### config.mk
export PLATFORM = sky130hd
export DESIGN_NAME = multiplier_iterative_param_flat
export DESIGN_NICKNAME = d
export VERILOG_FILES = /design/src/rtl/multiplier_iterative_param_if.sv /design/src/rtl/multiplier_iterative_param.sv /design/src/flat_wrapper.sv
export SDC_FILE = /design/constraint.sdc
export NUM_CORES = 1
export LEC_CHECK = 0
export CORE_MARGIN = 5
export CORE_UTILIZATION = 67
export DETAILED_ROUTE_END_ITERATION = 8
export GPL_TIMING_DRIVEN = 0
export PLACE_DENSITY_LB_ADDON = 0.12
export SLEW_MARGIN = 10
export SYNTH_ARGS = -nofsm -noshare
export SYNTH_HDL_FRONTEND = slang
export SYNTH_SLANG_ARGS = --single-unit
### constraint.sdc
create_clock -name clk -period 10.3 [get_ports clk]
set_clock_uncertainty 0.15 [all_clocks]
set_input_delay 1.545 -clock clk [delete_from_list [all_inputs] [get_ports clk]]
set_output_delay 1.545 -clock clk [all_outputs]
set_load 0.02 [all_outputs]
### src/rtl/multiplier_iterative_param_if.sv
// Request/response bundle for the iterative multiplier: operands in, ready/valid_out
// handshake and the 2*WIDTH product out.
interface multiplier_iterative_param_if #(
    parameter int WIDTH = 32
);
    logic               valid_in;
    logic               signed_mode;
    logic [WIDTH-1:0]   a;
    logic [WIDTH-1:0]   b;
    logic               ready;
    logic               valid_out;
    logic [2*WIDTH-1:0] r;

    modport master (
        output valid_in, signed_mode, a, b,
        input  ready, valid_out, r
    );

    modport slave (
        input  valid_in, signed_mode, a, b,
        output ready, valid_out, r
    );
endinterface

### src/rtl/multiplier_iterative_param.sv
// Iterative sign-magnitude multiplier, RADIX_BITS multiplier bits per cycle.
// Define MULT_EARLY_TERM_EN to finish as soon as the remaining multiplier bits are zero.
module multiplier_iterative_param #(
    parameter int WIDTH      = 32,
    parameter int RADIX_BITS = 4
) (
    input logic                         clk,
    input logic                         rst_n,
    multiplier_iterative_param_if.slave bus
);
    localparam int N     = WIDTH / RADIX_BITS;
    localparam int CNT_W = (N > 1) ? $clog2(N) : 1;
    localparam int PW    = 2 * WIDTH;

    generate
        if (WIDTH % RADIX_BITS != 0) begin : g_bad_radix
            $error("WIDTH must be a multiple of RADIX_BITS");
        end
    endgenerate

    typedef enum logic {
        IDLE = 1'b0,
        RUN  = 1'b1
    } state_e;

    state_e           state_q, state_d;
    logic [WIDTH-1:0] mp_q, mp_d;
    logic [PW-1:0]    mc_q, mc_d;
    logic [PW-1:0]    acc_q, acc_d;
    logic [PW-1:0]    r_q, r_d;
    logic [CNT_W-1:0] cnt_q, cnt_d;
    logic             neg_q, neg_d;
    logic             valid_out_q, valid_out_d;

    logic [WIDTH-1:0] a_mag, b_mag;
    logic [PW-1:0]    partial, acc_next;
    logic [WIDTH-1:0] mp_shift;
    logic             last_iter;

    // The most-negative operand negates to 2^(WIDTH-1), which still fits as an unsigned magnitude.
    always_comb begin
        a_mag    = (bus.signed_mode && bus.a[WIDTH-1]) ? -bus.a : bus.a;
        b_mag    = (bus.signed_mode && bus.b[WIDTH-1]) ? -bus.b : bus.b;
        partial  = mc_q * PW'(mp_q[RADIX_BITS-1:0]);
        acc_next = acc_q + partial;
        mp_shift = mp_q >> RADIX_BITS;
`ifdef MULT_EARLY_TERM_EN
        last_iter = (cnt_q == CNT_W'(N - 1)) || (mp_shift == '0);
`else
        last_iter = (cnt_q == CNT_W'(N - 1));
`endif
    end

    // NOTE: every next-state signal gets its hold value first so no path through the
    // case statement can leave one unassigned and infer a latch.
    always_comb begin
        state_d     = state_q;
        mp_d        = mp_q;
        mc_d        = mc_q;
        acc_d       = acc_q;
        r_d         = r_q;
        cnt_d       = cnt_q;
        neg_d       = neg_q;
        valid_out_d = 1'b0;

        case (state_q)
            IDLE: begin
                if (bus.valid_in) begin
                    mp_d    = a_mag;
                    mc_d    = PW'(b_mag);
                    acc_d   = '0;
                    cnt_d   = '0;
                    neg_d   = bus.signed_mode & (bus.a[WIDTH-1] ^ bus.b[WIDTH-1]);
                    state_d = RUN;
                end
            end
            RUN: begin
                acc_d = acc_next;
                mp_d  = mp_shift;
                mc_d  = mc_q << RADIX_BITS;
                cnt_d = cnt_q + CNT_W'(1);
                if (last_iter) begin
                    r_d         = neg_q ? -acc_next : acc_next;
                    valid_out_d = 1'b1;
                    state_d     = IDLE;
                end
            end
            default: state_d = IDLE;
        endcase
    end

    // NOTE: state registers use non-blocking assignments so every flop samples the
    // pre-edge values regardless of statement order.
    always_ff @(posedge clk) begin
        if (!rst_n) begin
            state_q     <= IDLE;
            mp_q        <= '0;
            mc_q        <= '0;
            acc_q       <= '0;
            r_q         <= '0;
            cnt_q       <= '0;
            neg_q       <= 1'b0;
            valid_out_q <= 1'b0;
        end else begin
            state_q     <= state_d;
            mp_q        <= mp_d;
            mc_q        <= mc_d;
            acc_q       <= acc_d;
            r_q         <= r_d;
            cnt_q       <= cnt_d;
            neg_q       <= neg_d;
            valid_out_q <= valid_out_d;
        end
    end

    assign bus.ready     = (state_q == IDLE);
    assign bus.valid_out = valid_out_q;
    assign bus.r         = r_q;
endmodule

### src/flat_wrapper.sv
// flat-port wrapper written by rule: the top's interface ports become plain ports
module multiplier_iterative_param_flat 
#(
    parameter int WIDTH      = 32,
    parameter int RADIX_BITS = 4
)
  (clk, rst_n, bus_valid_in, bus_signed_mode, bus_a, bus_b, bus_ready, bus_valid_out, bus_r);
  multiplier_iterative_param_if #(.WIDTH(WIDTH)) bus_i ();
  input logic clk;
  input logic rst_n;
  input wire logic [$bits(bus_i.valid_in)-1:0] bus_valid_in;
  input wire logic [$bits(bus_i.signed_mode)-1:0] bus_signed_mode;
  input wire logic [$bits(bus_i.a)-1:0] bus_a;
  input wire logic [$bits(bus_i.b)-1:0] bus_b;
  output wire logic [$bits(bus_i.ready)-1:0] bus_ready;
  output wire logic [$bits(bus_i.valid_out)-1:0] bus_valid_out;
  output wire logic [$bits(bus_i.r)-1:0] bus_r;
  assign bus_i.valid_in = bus_valid_in;
  assign bus_i.signed_mode = bus_signed_mode;
  assign bus_i.a = bus_a;
  assign bus_i.b = bus_b;
  assign bus_ready = bus_i.ready;
  assign bus_valid_out = bus_i.valid_out;
  assign bus_r = bus_i.r;
  multiplier_iterative_param #(.WIDTH(WIDTH), .RADIX_BITS(RADIX_BITS)) u_core (.clk(clk), .rst_n(rst_n), .bus(bus_i));
endmodule
Word-level counts from Yosys, hierarchy flattened
Index checks and enable logic that the tools add are counted.
- word-level logic and storage cells: 39
- output and inout port bits: 66
- input bits: 68
- register bits after elaboration: 230
- add/subtract/negate cells: 5
- bitwise operators: 3
- multiplexer cells: 15
- equal/unequal tests: 2
- $mul: 1
- reductions and logical operators: 5
- operator list (operator ; number):
    one-hot mux 64 bit (2 select lines) ; 2
    two-way mux 64 bit ; 3
    two-way mux 32 bit ; 3
    adder 64 bit ; 1
    multiplier 64 x 4 -> 64 bit ; 1
    negator 32 bit ; 2
    negator 64 bit ; 1
    one-hot mux 32 bit (2 select lines) ; 1
    one-hot mux 3 bit (2 select lines) ; 1
    AND reduction 2 bit ; 3
    adder 3 x 1 -> 3 bit, second input constant ; 1
    == test 3 bit, second input constant ; 1
    two-way mux 1 bit ; 3
    two-way mux 3 bit ; 1
    logical AND 1 bit ; 2
    inequality test 2 bit, second input constant ; 1
    one-hot mux 1 bit (2 select lines) ; 1
    bitwise AND 1 bit ; 1
    inverter 1 bit ; 1
    bitwise XOR 1 bit ; 1

Depth between registers and ports, before layout
- depth in word-level cells: 4
- gate-level depth with buffers: 24
- mapped depth without buffers: 19

Worst setup path after synthesis
OpenSTA, ideal clock, no wires.
- path type: reg2reg
- start: register u_core.mp_q[2]
- end: register u_core.r_q[63] (netlist: u_core.bus.r[63])
- library setup time: 0.063 ns
- cell stages (with the launch flop): 22
- path buffers: 3
- setup slack: 3.877 ns
- clock period less this slack: 6.423 ns
- arrival time: 6.210 ns
- required time: 10.087 ns
- cell sequence: dfxtp_1 -> clkbuf_1 -> clkbuf_1 -> and2_1 -> fa_1 -> fa_1 -> inv_1 -> fa_1 -> inv_1 -> ha_1 -> buf_6 -> a21oi_2 -> and3_4 -> o21ai_2 -> a2111o_1 -> a21oi_1 -> mux2i_1 -> o22ai_1 -> or4b_1 -> or4b_1 -> or4_1 -> nand3_1
- cells in the longest elaborated chain, start to end: 4
- ends and longest elaborated chain (element ; RTL line ; source):
    start, declared ; multiplier_iterative_param.sv:27 ; logic [WIDTH-1:0] mp_q, mp_d;
    start signal, assigned ; multiplier_iterative_param.sv:106 ; mp_q <= mp_d;
    multiplier 64 x 4 -> 64 bit (*) ; multiplier_iterative_param.sv:44 ; partial = mc_q * PW'(mp_q[RADIX_BITS-1:0]);
    adder 64 bit (*) ; multiplier_iterative_param.sv:45 ; acc_next = acc_q + partial;
    negator 64 bit ; multiplier_iterative_param.sv:83 ; r_d = neg_q ? -acc_next : acc_next;
    two-way mux 64 bit (*) ; multiplier_iterative_param.sv:83 ;
    end signal, assigned ; multiplier_iterative_param.sv:109 ; r_q <= r_d;
    end, declared ; multiplier_iterative_param.sv:30 ; logic [PW-1:0] r_q, r_d;
Every way passes the cells marked *; elsewhere a longest branch is shown, timed or not.
A chain may end at the register's enable or synchronous reset.

Final worst setup path
- start: register u_core.mp_q[1]
- end: register u_core.r_q[51] (netlist: u_core.bus.r[51])
The elaborated chain is that of the path after synthesis.

==> out/metrics.cfg <==
[floorplanning]
die_w_microns = 197
rows = 68
core_sq_um = 34500
die-area_sq_um = 38600
die_h_microns = 197
initial_core_util_pct = 67.7
ioPinCount = 134

[global_route]
grt_pass1_vias = 23000
grt_max_degree = 15
grt_antenna_before_repair = 2
grt_pass1_wl_mm = 124
grt.overflow.total = 0
grtUsageTotal_pct = 40.2

[timing]
period_share_pct = 85.1
relSlewSlack_pct = 14.8
fin_crit_ns = 8.76
slew_viol_final = 0
worstMarginPinSlew_ns = 1.26
hold_viol_final = 0
setup_ws_ns = 1.54
finalSetupViolCount = 0
rsz0062_at_grt = false
final.setup.tns_ns = 0
fmax_mhz = 114

[synthesis]
synth_top_cell_by_area = dfxtp_1
yosys_warnings = 0
synth_seq_area_share_pct = 19.7
synth.most_common_cell = inv_1
synth_top_area_share_pct = 19.7
ys_types = 88
synth_ff_type = dfxtp_1
synth_common_cells = inv_1, a21oi_1, and2_1
synthesis.nets = 3343
synth_cells = 3021
synth-seq-cells = 230
synthArstFlopShare_pct = 0
avgSynthCellArea_sq_um = 7.72
syn_area_sq_um = 23300
synth_edf_count = 0
yosys-top-cells-area = dfxtp_1, fa_1, and2_1

[drt]
wire_per_inst_microns = 22.0
drt_pass1_iterations = 6
vias = 23400
vias_per_cell = 6.41
routed_wl_mm = 80.5
dr.first_iter.drc_count = 2575
drcViolationCount = 0
ant_nets = 0

[setup_path]
reg2reg_slack_ns = 1.54
path_max_fanout = 10
cp-end-kind = flip-flop
critical_path_class = reg2reg
crit_path_start_kind = flip-flop
arrival_ns = 9.04
worst_ep_required_time_ns = 10.58

[cells_and_area]
final_nets = 3503
fillerInstances = 2403
area_delta_synth_final_pct = 12.0
regArea_sq_um = 4600
multiInputGateArea_sq_um = 16900
layout-drive-gt1-share_pct = 2.85

[clock_network]
h-tree-depth = 1
root_buffer = clkbuf_16
cts_buffers = 25
clock_latency_ns = 0.57
ctsHoldBuffers = 0
post_cts_buffers = 0
clkTransAtPathRegs_ns = 0.06
cts_tree = yes
cts.repair.resized = 0
clockBufferDepth = 3
cts.sink_count = 230

[place]
finalWeightedCongestion = 1.02
port_buffers = 131
dp_hpwl_mm = 63.6
place_ws_ns = 2.08

[status]
status = completed

[power_and_ir_drop]
ir_worst_vdd_mv = 0.123
powerDensity_nw_per_um2 = 97.0
p_leak_nw = 10.6

[hold_path]
hold_class = reg2reg

[job]
cap_viol_max_count = 0

==> worst max-delay path, cell delays in order, from the launching register on <==
cell      delay, ns
dfxtp_1        0.31
clkbuf_1       0.61
clkbuf_1       0.61
nand2_1        0.16
fa_1           0.51
fa_1           0.53
fa_1           0.52
inv_1          0.04
ha_1           0.42
nand3_2        0.23
and3_4         0.26
o21a_1         0.30
o32ai_1        0.79
nor2_1         0.13
xnor2_1        0.35
nor3_1         0.70
nand4_1        0.46
o41ai_1        1.16
mux2i_1        0.29
o21bai_1       0.08
==> cells in the final DEF, fill, tap and decap left out, types with 19 or more instances in the layout <==
master,n
nor2b_1,148
o21ai_0,147
and2_1,249
clkbuf_16,25
a21o_1,26
o31ai_1,28
xnor2_1,74
nor4_1,19
nand4_1,41
inv_1,305
a21oi_1,259
o21a_1,25
nor3b_1,48
nand2_1,228
nor3_1,103
xor2_1,64
nor2_1,177
dfxtp_1,230
ha_1,72
nand3_1,49
fa_1,182
or3_1,33
clkbuf_1,165
a211oi_1,63
clkdlybuf4s50_1,131
==> worst paths after layout <==
check                               start                       endpoint  cells past startpoint
min          u_core.bus.r[5]$_SDFFE_PN0P_   u_core.bus.r[5]$_SDFFE_PN0P_                      2
max           u_core.mp_q[1]$_SDFFE_PN0P_  u_core.bus.r[51]$_SDFFE_PN0P_                     19
min reg2reg  u_core.bus.r[5]$_SDFFE_PN0P_   u_core.bus.r[5]$_SDFFE_PN0P_                      2
max reg2reg   u_core.mp_q[1]$_SDFFE_PN0P_  u_core.bus.r[51]$_SDFFE_PN0P_                     19
==> sequential cells by signal (all words and copies together) (netlist names) <==
name / flops
u_core.state_q: 1
u_core.acc_q: 64
u_core.bus.r: 64
u_core.mp_q: 32
u_core.cnt_q: 3
u_core.neg_q: 1
u_core.mc_q: 64
u_core.bus.valid_out: 1
==> per-layer routing <==
metal | wire (microns) | track usage, % | part of all wire [%]
met1 | 31100 | 52.2 | 39
met2 | 35200 | 62.8 | 44
met3 | 9270 | 8.51 | 12
met4 | 4970 | 22.2 | 6.2
met5 | 0 | 0 | 0
==> report_power, final <==
group | switching (mW) | internal (mW)
logic | 0.403 | 0.209
clock network | 0.391 | 0.589
registers | 0.0263 | 0.915
==> area by class of cell <==
| cell class | instances | share of cell area (%) |
|---|---|---|
| antenna | 1 | 0.00958 |
| buffer | 181 | 2.71 |
| clock buffer | 34 | 2.76 |
| clock inverter | 10 | 0.642 |
| inverter | 306 | 4.40 |
| multi-input combinational | 2304 | 64.6 |
| sequential | 230 | 17.6 |
| tap | 455 | 2.18 |
| timing repair buffer | 133 | 5.08 |
==> logic make-up after synthesis <==
group / share of synthesized area, %
adders and majority gates: 19.5
muxes: 0.746
xor gates and xnor gates: 5.18
and+or+nand+nor: 26.9
buffers and inverters: 7.96
DFF: 19.7
AOI/OAI and AO/OA: 19.9
==> stage by stage <==
stage	power [mW]	hold slack (ns)	area (sq um)	util, %	cells
2_1_floorplan	1.34	0.323	23300	-	3021
3_3_place_gp	1.52	0.284	25200	73.1	3607
3_5_place_dp	1.54	0.295	25200	73.2	3609
4_1_cts	2.50	0.307	26100	75.8	3653
5_1_grt	2.61	0.330	26100	75.8	3653
6_report	2.53	0.306	26100	75.8	3654
Note: power is estimated with default switching activity, not from simulation.
